`config.mk`:
```
export PLATFORM = sky130hd
export DESIGN_NAME = pc_sequencer
export DESIGN_NICKNAME = d
export VERILOG_FILES = /design/src/rtl/pc_sequencer.sv
export SDC_FILE = /design/constraint.sdc
export NUM_CORES = 1
export LEC_CHECK = 0
export CAP_MARGIN = 20
export CORE_MARGIN = 3
export CORE_UTILIZATION = 40
export DETAILED_ROUTE_END_ITERATION = 8
export GPL_TIMING_DRIVEN = 0
export PLACE_DENSITY = 0.69
export SETUP_SLACK_MARGIN = 0.15
export SYNTH_ARGS = -nofsm -noshare
export SYNTH_HDL_FRONTEND = slang
export SYNTH_SLANG_ARGS = --single-unit
export TNS_END_PERCENT = 20
```
`constraint.sdc`:
```
create_clock -name clk -period 6.7 [get_ports clk]
set_clock_uncertainty 0.05 [all_clocks]
set_input_delay 1.34 -clock clk [delete_from_list [all_inputs] [get_ports clk]]
set_output_delay 1.34 -clock clk [all_outputs]
set_load 0.05 [all_outputs]
```
`src/rtl/pc_sequencer.sv`:
```
// Program counter and run control (IDLE/RUN/PAUSE/HALT) for the single-cycle core.
// Latency: cpu_en is combinational, so a commit happens at the same edge; pc, state, count and cause are registered.
// Backpressure: none; pause and step throttle commits, and HALT stops them until start.
module pc_sequencer #(
    parameter logic [31:0] RESET_PC    = 32'h0000_0000,
    parameter logic [31:0] END_PC      = 32'hFFFF_FFFC,
    parameter int          COUNT_W     = 32,
    parameter bit          ALIGN_CHECK = 1'b1
) (
    input  logic               clk,
    input  logic               rst_n,
    input  logic               start,
    input  logic               pause,
    input  logic               step,
    input  logic [31:0]        next_pc,
    output logic [31:0]        pc,
    output logic               cpu_en,
    output logic               halted,
    output logic [1:0]         run_state,
    output logic [COUNT_W-1:0] instr_count,
    output logic [1:0]         halt_cause
);

    typedef enum logic [1:0] {
        ST_IDLE  = 2'b00,
        ST_RUN   = 2'b01,
        ST_PAUSE = 2'b10,
        ST_HALT  = 2'b11
    } state_t;

    localparam logic [1:0] CAUSE_NONE  = 2'b00;
    localparam logic [1:0] CAUSE_LOOP  = 2'b01;
    localparam logic [1:0] CAUSE_END   = 2'b10;
    localparam logic [1:0] CAUSE_ALIGN = 2'b11;

    state_t             state_q, state_d;
    logic [31:0]        pc_q, pc_d;
    logic [COUNT_W-1:0] count_q, count_d;
    logic [1:0]         cause_q, cause_d;
    logic               commit;

    // Commit enable: every RUN cycle, or a PAUSE cycle with step held.
    assign commit = rst_n & ((state_q == ST_RUN) | ((state_q == ST_PAUSE) & step));

    // Next-state logic: halt checks on a commit take priority over all run-control inputs.
    always_comb begin
        state_d = state_q;
        pc_d    = pc_q;
        count_d = count_q;
        cause_d = cause_q;
        if (commit) begin
            // Retired count saturates rather than wrapping.
            if (count_q != {COUNT_W{1'b1}}) begin
                count_d = count_q + 1'b1;
            end
            if (ALIGN_CHECK && (next_pc[1:0] != 2'b00)) begin
                state_d = ST_HALT;
                cause_d = CAUSE_ALIGN;
            end else if (next_pc == pc_q) begin
                state_d = ST_HALT;
                cause_d = CAUSE_LOOP;
            end else if (pc_q == END_PC) begin
                pc_d    = next_pc;
                state_d = ST_HALT;
                cause_d = CAUSE_END;
            end else begin
                pc_d = next_pc;
                if ((state_q == ST_RUN) && pause) begin
                    state_d = ST_PAUSE;
                end else if ((state_q == ST_PAUSE) && start) begin
                    state_d = ST_RUN;
                end
            end
        end else begin
            unique case (state_q)
                ST_IDLE: begin
                    if (start) begin
                        state_d = ST_RUN;
                        count_d = '0;
                    end
                end
                ST_PAUSE: begin
                    if (start) begin
                        state_d = ST_RUN;
                    end
                end
                ST_HALT: begin
                    // Restart reloads the program from the top.
                    if (start) begin
                        state_d = ST_RUN;
                        pc_d    = RESET_PC;
                        count_d = '0;
                        cause_d = CAUSE_NONE;
                    end
                end
                default: begin
                    state_d = state_q;
                end
            endcase
        end
    end

    // State registers with synchronous active-low reset.
    always_ff @(posedge clk) begin
        if (!rst_n) begin
            state_q <= ST_IDLE;
            pc_q    <= RESET_PC;
            count_q <= '0;
            cause_q <= CAUSE_NONE;
        end else begin
            state_q <= state_d;
            pc_q    <= pc_d;
            count_q <= count_d;
            cause_q <= cause_d;
        end
    end

    assign pc          = pc_q;
    assign cpu_en      = commit;
    assign run_state   = state_q;
    assign halted      = (state_q == ST_HALT);
    assign instr_count = count_q;
    assign halt_cause  = cause_q;

endmodule

```
==> flow_summary.yaml, run 1 <==
run_status:
  outcome: "finished clean"
setup_path:
  crit_fanout: 10
  cp_top_family: "buffers and inverters"
  slowest_delay_ns: 0.83
  crit_chain: "clkdlybuf4s50_1, a21o_1, buf_2, nand2_1, inv_1, clkdlybuf4s50_1"
  startpoint_type: "input port"
  worst_path_max_delay_cell: "clkdlybuf4s50_1"
  worstSetupEndpointType: "output pin"
  crit_path_frequent_cell: "clkdlybuf4s50_1"
  cp.arrival_ns: 3.29
  path_class: "input port to output pin"
  cp_num_buf_inv: 4
  required_ns: 5.31
drt:
  wl_per_cell_um: 16.9
  num_vias: 3875
  drt_pass1_iterations: 4
  remaining_drc_errors: 0
  met3_length_um: 661
  vias_per_cell: 5.77
  wl_met2_um: 5250
  wl_met1_um: 5200
  antenna_left: 0
  top_layer_used: "met4"
  drt_iter0_drc: 182
  totalWireLength_um: 11300
logic_synthesis:
  syn_inst: 442
  syn_area_sq_um: 3740
  yosysWarningCount: 0
  synthFlopType: "dfxtp_1"
  synth_top_area_share_pct: 36.4
  synthArstFlopShare_pct: 0
  ys_types: 51
  synth_edf_count: 0
  yosys.area.top_type: "dfxtp_1"
  ys_ff_latch: 68
  synthTopCellsByArea: "dfxtp_1, mux2i_1, nand2_1, xnor2_1, nand4_1"
  syn_nets: 483
  seq_area_frac_synth_pct: 36.4
  syn_area_per_cell_sq_um: 8.46
power_and_ir_drop:
  vdd_drop_max_uv: 123
  power_density_nw_per_um2: 240
  leakage_uw: 0.00169
sta:
  max_slew.worst_pin.slew_ns: 1.00
  slew_headroom_pct: 33.0
  rsz0062_at_grt: "false"
  min_period_over_period_pct: 69.9
  tns_ns: 0
  hold_violations: 0
  setup_slack_ns: 2.02
  clock.fmax_mhz: 214
  setup_viol: 0
  slew_viol_final: 0
  post-route-min-period_ns: 4.68
place:
  dp_slack_ns: 2.03
  place_area_sq_um: 4940
  io_buffers: 106
  gp_congestion: 0.860
  dpl.hpwl_um: 8580
layout:
  syn_to_final_growth_pct: 38.6
  final_nets: 600
  num_antenna_cells: 0
  design_area_sq_um: 5180
  num-fill-cells: 838
  multiInputGateArea_sq_um: 2280
  seq_area_sq_um: 1360
  fin_util_pct: 58.3
  layout-drive-gt1-share_pct: 6.03
global_route:
  grt_antenna_before_repair: 0
  grt_max_degree: 14
  groute.usage.overall_pct: 21.8
  grt_overflow: 0
  grt_pass1_wl_um: 18200
  grt_pass1_vias: 3678
floorplan:
  fp.dieArea_sq_um: 10500
  core-area_sq_um: 8890
  fp.dieW_um: 103
  rows: 34
  ios: 107
  fp.dieH_um: 103
  initial_core_util_pct: 42.1
flow_run:
  max_cap_violations: 0
clocking:
  htreeDepth: 3
  cts_hold_buf: 0
  clkSinkCount: 68
  ctsResizeCount: 0
  cts_setup_buffers: 0
  cts_tree: "done"
  clkTransAtPathRegs_ns: 0.08
  cts_max_path_buffers: 2
  cts_inserted_buffers: 9
  clkLatencyLatePin_ns: 0.35
  cts_root_buffer: "clkbuf_8"
min_path:
  min_path_type: "flop to flop"
placed cells by master, fill, tap and decap left out, types with 4 or more instances in the layout:
cell / netlist / final
clkdlybuf4s50_1: 0 / 106
nand2_1: 88 / 88
dfxtp_1: 68 / 68
mux2i_1: 34 / 34
xnor2_1: 32 / 32
nand4_1: 31 / 31
a21oi_1: 30 / 30
o31ai_1: 16 / 16
nand3_1: 15 / 15
or4_1: 14 / 14
clkbuf_1: 11 / 11
o21ai_0: 11 / 11
nor4_1: 9 / 9
clkbuf_8: 0 / 9
and3_1: 8 / 8
inv_1: 6 / 6
nor2_1: 6 / 6
buf_2: 5 / 5
nand2b_1: 5 / 5
and4_1: 4 / 4
and2_1: 4 / 4
ha_1: 4 / 4
worst reg2reg max path, delay by kind of cell (launching register included):
family          cells  cell delay (ns)
compound gates      1             0.14
buf+inv             2             0.46
fa+ha+maj           1             0.27
flops               1             0.43
mux                 1             0.21
simple gates        3             0.77
layout make-up:
type,count,share of cell area (%)
multi-input combinational,350,44.0
buffer,17,1.42
clock buffer,9,2.39
tap,108,2.61
timing repair buffer,106,20.5
clock inverter,7,2.39
sequential,68,26.3
inverter,7,0.507
through the flow:
stage	hold slack, ns	total power, uW	instances
after floorplan	0.639	698	442
after global placement	0.413	827	656
after detailed placement	0.424	829	656
after CTS	0.434	1250	672
after global routing	0.462	1300	672
final	0.435	1240	672
where the power goes:
group / switching (uW) / total, uW / internal [uW] / leakage [uW]
Sequential: 30.8 / 459 / 428 / 0.000550
Combinational: 235 / 363 / 127 / 0.00102
Clock: 172 / 422 / 250 / 0.000120
worst paths after layout:
| check | slack (ns) | end | start | cells past startpoint |
|---|---|---|---|---|
| setup / recovery | 2.02 | cpu_en | step | 6 |
| setup reg to reg | 4.30 | instr_count[8]$_SDFFE_PN0P_ | run_state[0]$_SDFFE_PN0P_ | 8 |
| hold reg to reg | 0.44 | instr_count[8]$_SDFFE_PN0P_ | instr_count[8]$_SDFFE_PN0P_ | 2 |
| hold / removal | 0.44 | instr_count[8]$_SDFFE_PN0P_ | instr_count[8]$_SDFFE_PN0P_ | 2 |
logic make-up (layout without fill, tap and decap cells):
| logic type | count (synthesis) | in the layout | synth area share, % |
|---|---|---|---|
| AO/OA/AOI/OAI | 76 | 76 | 12.6 |
| XOR/XNOR | 33 | 33 | 7.73 |
| adder cells (fa/ha/maj) | 4 | 4 | 1.34 |
| buffers and inverters | 24 | 146 | 2.68 |
| flip-flops | 68 | 68 | 36.4 |
| multiplexers | 34 | 34 | 9.10 |
| AND/OR/NAND/NOR | 203 | 203 | 30.1 |
layer usage:
metal  vias up  GRT usage, %
li1       1869             -
met1      1865          29.1
met2       120          35.0
met3        21          4.47
met4         0          7.47
met5         -             0
cells in the mapped netlist (2+ instances only):
master,count
inv_1,6
and2_1,4
nor4_2,2
a31oi_1,2
nand4_4,2
nor2_1,6
nand2_1,88
dfxtp_1,68
nand3_1,15
and4_1,4
or4_1,14
nand2b_1,5
ha_1,4
nand4_1,31
o31ai_1,16
o21ai_0,11
and3_1,8
o311ai_0,2
and3b_1,2
or3_1,3
xnor2_1,32
a21boi_0,3
a21oi_1,30
o41ai_1,2
clkbuf_1,11
buf_2,5
nor4_1,9
mux2i_1,34
registers in the layout (all words and copies together) (netlist names):
name,count
halt_cause,2
pc,32
run_state,2
instr_count,32
Note: power is estimated with default switching activity, not from simulation.
==> inputs of run 2 (changes only) <==
clock period = 4.6 ns   (was 6.7 ns; I/O delays follow)
==> results of run 2 <==
Same layout as run 1 (identical final DEF). Status: finished clean.
Main changes from that run: setup slack after placement 2.03 ns -> 0.770 ns; setup slack after layout 2.02 ns -> 0.758 ns; register-to-register setup slack 4.30 ns -> 2.20 ns; total power 1240 uW -> 1810 uW; worst IR drop on VDD 123 uV -> 180 uV
